`config.mk`:
```
export PLATFORM = sky130hd
export DESIGN_NAME = pipeline_ctrl
export DESIGN_NICKNAME = d
export VERILOG_FILES = /design/src/rtl/mips_pkg.sv /design/src/rtl/perf_counter.sv /design/src/rtl/pipeline_ctrl.sv
export SDC_FILE = /design/constraint.sdc
export NUM_CORES = 1
export LEC_CHECK = 0
export ABC_AREA = 1
export CAP_MARGIN = 25
export CELL_PAD_IN_SITES_DETAIL_PLACEMENT = 1
export CELL_PAD_IN_SITES_GLOBAL_PLACEMENT = 2
export CORE_MARGIN = 8
export CORE_UTILIZATION = 28
export CTS_CLUSTER_DIAMETER = 150
export DETAILED_ROUTE_END_ITERATION = 10
export GPL_TIMING_DRIVEN = 0
export PLACE_DENSITY_LB_ADDON = 0.1
export SLEW_MARGIN = 20
export SYNTH_ARGS = -nofsm -noshare
export SYNTH_HDL_FRONTEND = slang
export SYNTH_SLANG_ARGS = --single-unit
export TNS_END_PERCENT = 5
```
`constraint.sdc`:
```
create_clock -name clk -period 3.95 [get_ports clk]
set_clock_uncertainty 0.05 [all_clocks]
set_input_delay 0.79 -clock clk [delete_from_list [all_inputs] [get_ports clk]]
set_output_delay 0.79 -clock clk [all_outputs]
set_load 0.02 [all_outputs]
```
`src/rtl/mips_pkg.sv`:
```
// Shared definitions for the MIPS pipeline control logic:
// opcode constants, instruction field positions and the halt/resume FSM state type.
package mips_pkg;

    localparam logic [5:0] OP_LW = 6'h23;

    localparam int OP_HI = 31;
    localparam int OP_LO = 26;
    localparam int RS_HI = 25;
    localparam int RS_LO = 21;
    localparam int RT_HI = 20;
    localparam int RT_LO = 16;

    typedef enum logic [1:0] {
        RUN    = 2'd0,
        HALT   = 2'd1,
        RESUME = 2'd2
    } state_t;

    function automatic logic [5:0] op_of(input logic [31:0] instr);
        return instr[OP_HI:OP_LO];
    endfunction

    function automatic logic [4:0] rs_of(input logic [31:0] instr);
        return instr[RS_HI:RS_LO];
    endfunction

    function automatic logic [4:0] rt_of(input logic [31:0] instr);
        return instr[RT_HI:RT_LO];
    endfunction

endpackage

```
`src/rtl/perf_counter.sv`:
```
// Free-running wrap-around event counter; advances by one on each clock with inc high.
module perf_counter #(
    parameter int CNT_W = 32
) (
    input  logic             clk,
    input  logic             rst_n,
    input  logic             inc,
    output logic [CNT_W-1:0] count
);

    logic [CNT_W-1:0] r_count;

    // Event count, wraps silently at 2^CNT_W.
    always_ff @(posedge clk or negedge rst_n) begin
        if (!rst_n) begin
            r_count <= '0;
        end else if (inc) begin
            r_count <= r_count + {{(CNT_W-1){1'b0}}, 1'b1};
        end else begin
            r_count <= r_count;
        end
    end

    assign count = r_count;

endmodule

```
`src/rtl/pipeline_ctrl.sv`:
```
// Stall/flush controller for the 5-stage pipeline: load-use stall, branch flush,
// syscall halt/resume FSM and cycle/stall/flush performance counters.
module pipeline_ctrl
    import mips_pkg::*;
#(
    parameter int         CNT_W = 32,
    parameter logic [5:0] LW_OP = OP_LW
) (
    input  logic             clk,
    input  logic             rst_n,
    input  logic [31:0]      id_instr,
    input  logic [31:0]      exe_instr,
    input  logic             branch_taken,
    input  logic             halt_req,
    input  logic             resume,
    output logic             pc_go,
    output logic             if_id_go,
    output logic             id_exe_go,
    output logic             exe_mem_go,
    output logic             mem_wb_go,
    output logic             if_id_clear,
    output logic             id_exe_clear,
    output logic             halted,
    output logic [CNT_W-1:0] cycle_cnt,
    output logic [CNT_W-1:0] stall_cnt,
    output logic [CNT_W-1:0] flush_cnt
);

    state_t r_state;
    state_t w_next_state;
    logic   r_resume_q;
    logic   r_halted;

    logic   w_resume_rise;
    logic   w_load_use;
    logic   w_freeze;
    logic   w_flush;
    logic   w_stall;
    logic   w_cycle_inc;
    logic [4:0] w_exe_rt;

    assign w_resume_rise = resume & ~r_resume_q;
    assign w_exe_rt      = rt_of(exe_instr);

    // Conservative: a match on rt counts even if the ID instruction never reads rt.
    assign w_load_use = (op_of(exe_instr) == LW_OP) && (w_exe_rt != 5'd0) &&
                        ((w_exe_rt == rs_of(id_instr)) || (w_exe_rt == rt_of(id_instr)));

    assign w_freeze    = ((r_state == RUN) && halt_req) || (r_state == HALT);
    assign w_flush     = ~w_freeze & branch_taken;
    assign w_stall     = ~w_freeze & ~branch_taken & w_load_use;
    assign w_cycle_inc = ~w_freeze;

    // FSM state, resume edge detector and registered halt flag.
    always_ff @(posedge clk or negedge rst_n) begin
        if (!rst_n) begin
            r_state    <= RUN;
            r_resume_q <= 1'b0;
            r_halted   <= 1'b0;
        end else begin
            r_state    <= w_next_state;
            r_resume_q <= resume;
            r_halted   <= (w_next_state == HALT);
        end
    end

    // Next-state logic; halt_req is ignored in RESUME so the syscall can retire.
    always_comb begin
        w_next_state = r_state;
        case (r_state)
            RUN:     w_next_state = halt_req ? HALT : RUN;
            HALT:    w_next_state = w_resume_rise ? RESUME : HALT;
            RESUME:  w_next_state = RUN;
            default: w_next_state = RUN;
        endcase
    end

    // Priority decode of buffer load enables and bubble inserts.
    always_comb begin
        pc_go        = 1'b1;
        if_id_go     = 1'b1;
        id_exe_go    = 1'b1;
        exe_mem_go   = 1'b1;
        mem_wb_go    = 1'b1;
        if_id_clear  = 1'b0;
        id_exe_clear = 1'b0;
        if (!rst_n || w_freeze) begin
            pc_go      = 1'b0;
            if_id_go   = 1'b0;
            id_exe_go  = 1'b0;
            exe_mem_go = 1'b0;
            mem_wb_go  = 1'b0;
        end else if (w_flush) begin
            if_id_clear  = 1'b1;
            id_exe_clear = 1'b1;
        end else if (w_stall) begin
            pc_go        = 1'b0;
            if_id_go     = 1'b0;
            id_exe_clear = 1'b1;
        end else begin
            pc_go = 1'b1;
        end
    end

    assign halted = r_halted;

    perf_counter #(.CNT_W(CNT_W)) u_cycle_cnt (
        .clk   (clk),
        .rst_n (rst_n),
        .inc   (w_cycle_inc),
        .count (cycle_cnt)
    );

    perf_counter #(.CNT_W(CNT_W)) u_stall_cnt (
        .clk   (clk),
        .rst_n (rst_n),
        .inc   (w_stall),
        .count (stall_cnt)
    );

    perf_counter #(.CNT_W(CNT_W)) u_flush_cnt (
        .clk   (clk),
        .rst_n (rst_n),
        .inc   (w_flush),
        .count (flush_cnt)
    );

endmodule

```
==> results.md, run 1 <==
- Status: finished clean
- Number of global-route vias before repair: 6195
- CTS Hold Bufs: 0
- VDD IR max: 0.0002018 V
- Routed len/inst: 15.74 µm
- Remaining global-route overflow: 0
- Adder-cell share of the synthesized area: 0.6223%
- DRT iter0 DRCs: 166
- Die span in y: 162.8 µm
- Critical Path Start Type: input port
- Count of different cell masters after synthesis: 27
- Core box area: 21090 µm²
- I/O Buffers: 129
- Num Clock Sinks: 100
- Post-synthesis sequential area ratio: 41.49%
- Fin nets: 1061
- CTS tree: built
- Post-synthesis mux area share: 0%
- Critical-path cell list: clkdlybuf4s50_1, inv_1, nand2_1, nand2_1, nor2_1, nand3_1, a21oi_4, nand2_1, o21ai_0, clkdlybuf4s50_1
- Synth Net Count: 920
- Initial antenna violation count: 0
- DR pass1 iterations: 4
- Routed Antenna Nets: 0
- GR Util met1: 21.48%
- First-pass GRT wire length: 33340 µm
- Die ar.: 26500 µm²
- Synthesized area: 6032 µm²
- Final hold vios: 0
- WP data required: 3.11 ns
- Pwr dens: 335.2 nW/µm²
- Largest family of logic cells by synthesized area: simple AND/OR/NAND/NOR gates
- CP max-delay cell: clkdlybuf4s50_1
- Syn avg cell area: 7.113 µm²
- Tot GR Track Use: 15.60%
- Largest net degree at the start of global routing: 73
- Overall power: 2.698 mW
- H-tree levels: 3
- Wirelength, routed: 19980 µm
- Final worst path period need: 3.735 ns
- Setup TNS: 0 ns
- Seq cells post-synth: 100
- IO Pins: 173
- RSZ-0062 raised after global routing: false
- Crit path DAT: 2.89 ns
- DR vias: 5801
- Max frequency: 267.8 MHz
- Root buffer cell: clkbuf_16
- Synth Instances: 848
- Grt met2 use: 24.71%
- Number of vias per cell: 4.571
- Die Wd: 162.8 µm
- Slowest stage delay, CP: 0.64 ns
- Maximum fanout along the worst path: 7
- Clock latency on the worst-skew pair: 0.36 ns
- Row count: 53
- Synth Area in Compound Gates: 0.6638%
- Dpl hpwl: 15840 µm
- GRT busiest layer: met2
- Worst hold path type: input port to asynchronous set/reset pin
- Final setup fails: 0
- Simple-Gate Fraction of Synth Area: 41.07%
- Top cell by count, worst path: nand2_1
- XOR/XNOR share of the synthesized area: 9.002%
- Crit path kind: input port to output pin
- Fin crit share: 94.55%
- Min Hold Slack: 0.2583 ns
- TritonCTS Buffers: 9
- Met3 Use GR: 2.401%
- Starting Density: 28.60%
- Leakage: 3.666 nW
- Slew Limit Headroom: 63.39%
- Max Slew Vio Count: 0
- DRC errors left: 0
- Layout cells sized above 1: 5.231%
- Clock slew at reported path FFs: 0.07 ns
- CTS max path bufs: 2
- Max-Cap Viols: 0
- Area Growth Syn to Fin: 33.46%
- Warnings from Yosys: 0
- Ant. Diodes: 0
- Crit end category: output pin
- Placer Congestion: 0.7669
- Fin util: 38.17%
- Worst-margin pin slew: 0.5492 ns
==> report_power, final <==
part | switching [mW] | internal, mW | leakage [nW]
logic | 0.274 | 0.216 | 2.20
registers | 0.101 | 1.09 | 1.31
clock network | 0.438 | 0.580 | 0.157
==> cell usage in the layout (no fill, tap or decap), drive strengths merged <==
| cell | instances |
|---|---|
| dlymetal6s2s | 2 |
| xor2 | 41 |
| nand4 | 35 |
| inv | 94 |
| nor4 | 1 |
| nand2 | 312 |
| nand3b | 13 |
| a21oi | 1 |
| ha | 3 |
| xnor2 | 21 |
| clkbuf | 12 |
| nor2 | 126 |
| dfrtp | 100 |
| clkinvlp | 2 |
| nor3b | 1 |
| o21ai | 4 |
| nor3 | 23 |
| and2 | 1 |
| bufinv | 2 |
| nand3 | 59 |
| clkdlybuf4s50 | 126 |
| buf | 15 |
==> what timing repair did <==
action,CTS,global route
buffers inserted,0,0
gates resized for setup,3,3
gates cloned,0,0
setup endpoints to repair,2,3
hold endpoints to repair,0,0
==> sequential cells by signal (all words and copies together), names as in the netlist <==
signal / cells
u_flush_cnt.count: 32
u_cycle_cnt.count: 32
halted: 1
u_stall_cnt.count: 32
r_resume_q: 1
r_state: 2
==> metal layers <==
metal | share of wire [%] | wire length (µm)
met1 | 50 | 9967
met2 | 45 | 8963
met3 | 3.9 | 773
met4 | 1.4 | 273
met5 | 0 | 0
==> synthesized netlist by cell type <==
master / n / area share (%)
nand2_2: 2 / 0.21
nand3_1: 59 / 4.9
nor3_1: 19 / 1.6
a21oi_2: 1 / 0.15
buf_4: 6 / 0.75
nor2_2: 7 / 0.73
xor2_1: 41 / 6.0
o21ai_0: 3 / 0.25
o21ai_4: 1 / 0.27
nand4_1: 35 / 3.6
buf_1: 1 / 0.062
inv_1: 92 / 5.7
xnor2_1: 21 / 3.0
clkbuf_1: 2 / 0.12
dfrtp_1: 100 / 41
nand2_4: 1 / 0.19
buf_2: 6 / 0.50
and2_1: 1 / 0.10
ha_1: 3 / 0.62
nand3b_1: 13 / 1.6
nor2_4: 4 / 0.75
nor2_1: 115 / 7.2
nor3_2: 3 / 0.50
nand2_1: 309 / 19
nor3b_1: 1 / 0.12
nor4_1: 1 / 0.10
nor3_4: 1 / 0.27
==> worst max-delay path: cells and delay by family <==
| family | cells | cell delay (ns) |
|---|---|---|
| AOI/OAI and AO/OA | 2 | 0.44 |
| buffers and inverters | 3 | 1.22 |
| and+or+nand+nor | 5 | 0.45 |
==> through the flow <==
step,cells,setup WS (ns),cell area [µm²]
6_report,1269,0.2153,8050
5_1_grt,1269,0.007840,8050
4_1_cts,1269,0.02192,8038
3_5_place_dp,1253,-0.2589,7696
3_3_place_gp,1252,-3.606,7667
2_1_floorplan,848,1.260,6032
==> area by class of cell <==
cell class	instances	area [µm²]
clock buffers	10	239.0
well taps	275	344.1
inverters	92	345.3
fillers	2646	13040
multi-input cells	641	3110
repair buffers	130	1325
clock inverters	6	95.09
plain buffers	15	88.84
flip-flops and latches	100	2502
==> worst paths after layout <==
| path | slack, ns | end | startpoint | cells past startpoint |
|---|---|---|---|---|
| max in group asynchronous | 2.91 | u_flush_cnt.count[13] | rst_n | 2 |
| max reg2reg | 1.79 | u_stall_cnt.count[28] | u_stall_cnt.count[0] | 10 |
| min | 0.26 | u_stall_cnt.count[24] | rst_n | 1 |
| max | 0.22 | id_exe_clear | exe_instr[20] | 10 |
| min in group clk | 0.39 | r_state[1] | r_resume_q | 1 |
| min reg2reg | 0.39 | r_state[1] | r_resume_q | 1 |
==> kinds of logic (layout without fill, tap and decap cells) <==
family,Yosys count,count (layout)
AOI/OAI and AO/OA,5,5
DFF,100,100
xor gates and xnor gates,62,62
and+or+nand+nor,571,571
adders and majority gates,3,3
buffers and inverters,107,253
Note: power is estimated with default switching activity, not from simulation.
==> inputs of run 2 (changes only) <==
--- a/config.mk
+++ b/config.mk
@@ -12,9 +12,10 @@
 export CORE_MARGIN = 8
 export CORE_UTILIZATION = 28
 export CTS_CLUSTER_DIAMETER = 150
+export CTS_CLUSTER_SIZE = 14
 export DETAILED_ROUTE_END_ITERATION = 10
 export GPL_TIMING_DRIVEN = 0
-export PLACE_DENSITY_LB_ADDON = 0.1
+export PLACE_DENSITY = 0.95
 export SLEW_MARGIN = 20
 export SYNTH_ARGS = -nofsm -noshare
 export SYNTH_HDL_FRONTEND = slang
==> results.md, run 2 (synthesized netlist as in run 1, its figures left out) <==
- Critical-path cell list: clkdlybuf4s50_1, inv_1, nand3_1, nor2_1, nor2_1, inv_1, a21oi_4, nand2_1, o21ai_0, clkdlybuf4s50_1
- Die span in y: 162.8 µm
- Critical Path Start Type: input port
- Root buffer cell: clkbuf_16
- Setup WS pre-CTS: -0.2068 ns
- Area Growth Syn to Fin: 33.21%
- Placed cell count: 1253
- Worst hold path type: input port to asynchronous set/reset pin
- Clock slew at reported path FFs: 0.08 ns
- Max Slew Vio Count: 0
- Leakage: 3.665 nW
- Number of vias per cell: 4.571
- First-pass GRT wire length: 32910 µm
- H-tree levels: 3
- Die Wd: 162.8 µm
- DR pass1 iterations: 4
- Fin nets: 1061
- Core box area: 21090 µm²
- Reported net switching power: 0.8184 mW
- Fin crit share: 96.00%
- WP data required: 3.11 ns
- Switching Share: 31.05%
- Cell Count, Final, Fillers Out: 1269
- Num Clock Sinks: 100
- Clock Power Share: 36.6%
- CP max-delay cell: clkdlybuf4s50_1
- Layout Cell Area excl Fill: 8035 µm²
- Tot GR Track Use: 15.29%
- Seq pwr share: 44.8%
- Min Hold Slack: 0.2908 ns
- Met3 Use GR: 3.311%
- TritonCTS Buffers: 9
- Fin util: 38.10%
- Maximum fanout along the worst path: 7
- Final setup fails: 0
- VDD IR max: 0.0001925 V
- Dpl hpwl: 15800 µm
- DRT iter0 DRCs: 210
- I/O Buffers: 129
- Max-Cap Viols: 0
- Status: finished clean
- Die ar.: 26500 µm²
- Final worst slack: 0.1578 ns
- DR vias: 5800
- CTS tree: built
- Routed len/inst: 15.65 µm
- IO Pins: 173
- Int Pwr: 1.817 mW
- GR Util met1: 19.59%
- Crit end category: output pin
- Slew Limit Headroom: 61.94%
- Wirelength, routed: 19860 µm
- Crit path DAT: 2.95 ns
- GRT busiest layer: met2
- Remaining global-route overflow: 0
- Initial antenna violation count: 0
- Post-DP Area: 7696 µm²
- Final worst path period need: 3.792 ns
- Layout cells sized above 1: 5.231%
- Pwr dens: 328.0 nW/µm²
- Commonest non-fill, non-tap cell in the layout: nand2_1
- Most frequent cells in the layout: 309 x nand2_1, 126 x clkdlybuf4s50_1, 114 x nor2_1
- Clock latency on the worst-skew pair: 0.36 ns
- CTS max path bufs: 2
- Number of global-route vias before repair: 6229
- RSZ-0062 raised after global routing: false
- Largest net degree at the start of global routing: 61
- Combinational group share of total power: 18.7%
- Ant. Diodes: 0
- DRC errors left: 0
- Setup TNS: 0 ns
- Crit path kind: input port to output pin
- Routed Antenna Nets: 0
- Row count: 53
- Overall power: 2.636 mW
- Starting Density: 28.60%
- Placer Congestion: 0.8242
- Grt met2 use: 25.80%
- Worst-margin pin slew: 0.5665 ns
- Max frequency: 263.7 MHz
- Final hold vios: 0
- Slowest stage delay, CP: 0.67 ns
[run 2: cell types whose count changed in the layout (fill, tap and decap cells not counted), sizes merged]
| cell | before | now |
|---|---|---|
| clkbuf | 12 | 11 |
| clkinvlp | 2 | 1 |
| clkinv | 0 | 1 |
| bufinv | 2 | 1 |
| inv | 94 | 96 |
[run 2: layer usage]
| layer | share of wire (%) | wire length, µm | up-vias |
|---|---|---|---|
| met5 | 0 | 0 | - |
| met4 | 0.86 | 171 | 0 |
| met3 | 4.5 | 903 | 9 |
| met2 | 48 | 9510 | 79 |
| met1 | 47 | 9276 | 2782 |
| li1 | - | - | 2930 |
[run 2: power groups by stage]
| stage | Sequential, mW | Combinational [mW] | Clock, mW |
|---|---|---|---|
| CTS | 1.18 | 0.501 | 1.00 |
| floorplan | 1.26 | 0.174 | 0 |
| detailed placement | 1.20 | 0.499 | 0 |
| global placement | 1.20 | 0.485 | 0 |
| global route | 1.19 | 0.536 | 1.04 |
| finish | 1.18 | 0.492 | 0.964 |
[run 2: timing repair]
| item | in CTS | in global routing |
|---|---|---|
| resized for setup | 2 | 4 |
| endpoints found under the setup margin | 2 | 3 |
| hold buffers | 0 | 0 |
| setup buffers | 0 | 0 |
[run 2: worst max-delay path, delay by kind of cell]
family / cells / cell delay [ns]
AOI/OAI and AO/OA: 2 / 0.37
buffers and inverters: 4 / 1.37
and+or+nand+nor: 4 / 0.42
[run 2: layout make-up]
cell class | count | area (µm²)
inverters | 92 | 345.3
well taps | 275 | 344.1
plain buffers | 15 | 88.84
repair buffers | 130 | 1325
multi-input cells | 641 | 3113
flip-flops and latches | 100 | 2502
clock inverters | 7 | 91.34
fillers | 2644 | 13050
clock buffers | 9 | 225.2
[run 2: worst paths after layout]
path                       slack, ns  cells after the start                 start               endpoint
setup / recovery                0.16                     10         exe_instr[19]           id_exe_clear
hold / removal                  0.29                      1                 rst_n  u_cycle_cnt.count[16]
setup reg to reg                1.86                     10  u_stall_cnt.count[0]  u_stall_cnt.count[24]
hold reg to reg                 0.38                      1            r_resume_q             r_state[1]
max in group asynchronous       2.88                      2                 rst_n   u_stall_cnt.count[7]
min in group clk                0.38                      1            r_resume_q             r_state[1]
==> inputs of run 3 (changes only) <==
--- a/config.mk
+++ b/config.mk
@@ -15,6 +15,7 @@
 export CTS_CLUSTER_SIZE = 14
 export DETAILED_ROUTE_END_ITERATION = 10
 export GPL_TIMING_DRIVEN = 0
+export HOLD_SLACK_MARGIN = 0.06
 export PLACE_DENSITY = 0.95
 export SLEW_MARGIN = 20
 export SYNTH_ARGS = -nofsm -noshare
==> constraint.sdc (replaced) <==
create_clock -name clk -period 4.65 [get_ports clk]
set_clock_uncertainty 0.05 [all_clocks]
set_input_delay 0.93 -clock clk [delete_from_list [all_inputs] [get_ports clk]]
set_output_delay 0.93 -clock clk [all_outputs]
set_load 0.02 [all_outputs]
==> results.md, run 3 (synthesized netlist as in run 1, its figures left out) <==
- Initial antenna violation count: 0
- VDD IR max: 0.0001635 V
- Dpl hpwl: 15800 µm
- Core box area: 21090 µm²
- Slew Limit Headroom: 61.94%
- Crit path kind: input port to output pin
- CP max-delay cell: clkdlybuf4s50_1
- Layout cells sized above 1: 5.030%
- Placed cell count: 1253
- WP data required: 3.67 ns
- Fin util: 38.00%
- Post-CTS setup buffers: 0
- Die Wd: 162.8 µm
- Root buffer cell: clkbuf_16
- Crit path DAT: 3.40 ns
- Area Growth Syn to Fin: 32.84%
- Remaining global-route overflow: 0
- Crit end category: output pin
- Final hold vios: 0
- Critical Path Start Type: input port
- Fin nets: 1061
- DRT iter0 DRCs: 227
- DR pass1 iterations: 4
- Ant. Diodes: 0
- I/O Buffers: 129
- Row count: 53
- Number of global-route vias before repair: 6233
- Placer Congestion: 0.8242
- Critical-path cell list: clkdlybuf4s50_1, nand2_1, nand3_1, inv_1, nand3_1, buf_2, nand2_1, inv_1, buf_4, clkdlybuf4s50_1
- Max-Cap Viols: 0
- Final setup fails: 0
- H-tree levels: 3
- Number of vias per cell: 4.576
- Largest net degree at the start of global routing: 61
- Wirelength, routed: 19840 µm
- Clock latency on the worst-skew pair: 0.36 ns
- IO Pins: 173
- Worst Reg2Reg Path Length in Cells: 10
- DRC errors left: 0
- Leakage: 3.629 nW
- Num Clock Sinks: 100
- TritonCTS Buffers: 9
- Hold path cells: 1
- Routed len/inst: 15.63 µm
- Post-cts resize count: 0
- Die span in y: 162.8 µm
- Maximum fanout along the worst path: 10
- Setup WS pre-CTS: 0.2132 ns
- Status: finished clean
- Clock slew at reported path FFs: 0.07 ns
- Final worst slack: 0.2727 ns
- Most frequent cells in the layout: 309 x nand2_1, 128 x clkdlybuf4s50_1, 115 x nor2_1
- Max Slew Vio Count: 0
- Pwr dens: 279.3 nW/µm²
- Worst hold path type: register to register
- Starting Density: 28.60%
- Slowest stage delay, CP: 0.60 ns
- First-pass GRT wire length: 32940 µm
- CTS Hold Bufs: 0
- CTS max path bufs: 2
- Die ar.: 26500 µm²
- Final worst path period need: 4.377 ns
- Commonest non-fill, non-tap cell in the layout: nand2_1
- Routed Antenna Nets: 0
- DR vias: 5807
- Fin crit share: 94.13%
- Max frequency: 228.5 MHz
- Cell Count, Final, Fillers Out: 1269
- Tot GR Track Use: 15.31%
- Worst-margin pin slew: 0.5665 ns
- CTS tree: built
- RSZ-0062 raised after global routing: false
## run 3: metal layers
layer | vias up | track usage (%) | part of all wire, %
met5 | - | 0 | 0
met4 | 0 | 3.545 | 0.91
met3 | 11 | 3.311 | 4.6
met2 | 88 | 25.84 | 48
met1 | 2773 | 19.59 | 47
li1 | 2935 | - | -
## run 3: path summary, 6_finish.rpt
kind / from / end / slack (ns)
max in group asynchronous: rst_n / u_stall_cnt.count[7] / 3.44
worst max register to register: u_stall_cnt.count[0] / u_stall_cnt.count[28] / 2.56
min in group asynchronous: rst_n / u_cycle_cnt.count[16] / 0.43
worst min-delay path: r_resume_q / r_state[1] / 0.38
worst max-delay path: halt_req / pc_go / 0.27
worst min register to register: r_resume_q / r_state[1] / 0.38
## run 3: area by class of cell
type,count,area (µm²)
inverters,92,345.3
flip-flops and latches,100,2502
fillers,2646,13080
clock inverters,7,91.34
plain buffers,15,86.33
repair buffers,130,1320
well taps,275,344.1
clock buffers,9,225.2
multi-input cells,641,3098
## run 3: power breakdown
part / total, mW / leakage [nW] / internal [mW] / switching (mW)
Clock: 0.819 / 0.154 / 0.434 / 0.384
Combinational: 0.416 / 2.17 / 0.184 / 0.232
Sequential: 1.00 / 1.31 / 0.925 / 0.0776
Total: 2.24 / 3.63 / 1.54 / 0.694
## run 3: critical path: cells and delay by family
kind / cells / cell delay [ns]
buffers and inverters: 6 / 1.82
AND/OR/NAND/NOR: 4 / 0.64
## run 3: metrics by stage
stage | area [µm²] | hold WS [ns] | power, mW | TNS (ns)
detailed placement | 7696 | 0.3773 | 1.443 | 0
global route | 8013 | 0.4076 | 2.347 | 0
finish | 8013 | 0.3795 | 2.238 | 0
floorplan | 6032 | 0.3554 | 1.215 | 0
CTS | 8013 | 0.3845 | 2.278 | 0
global placement | 7667 | 0.3693 | 1.428 | -176.03
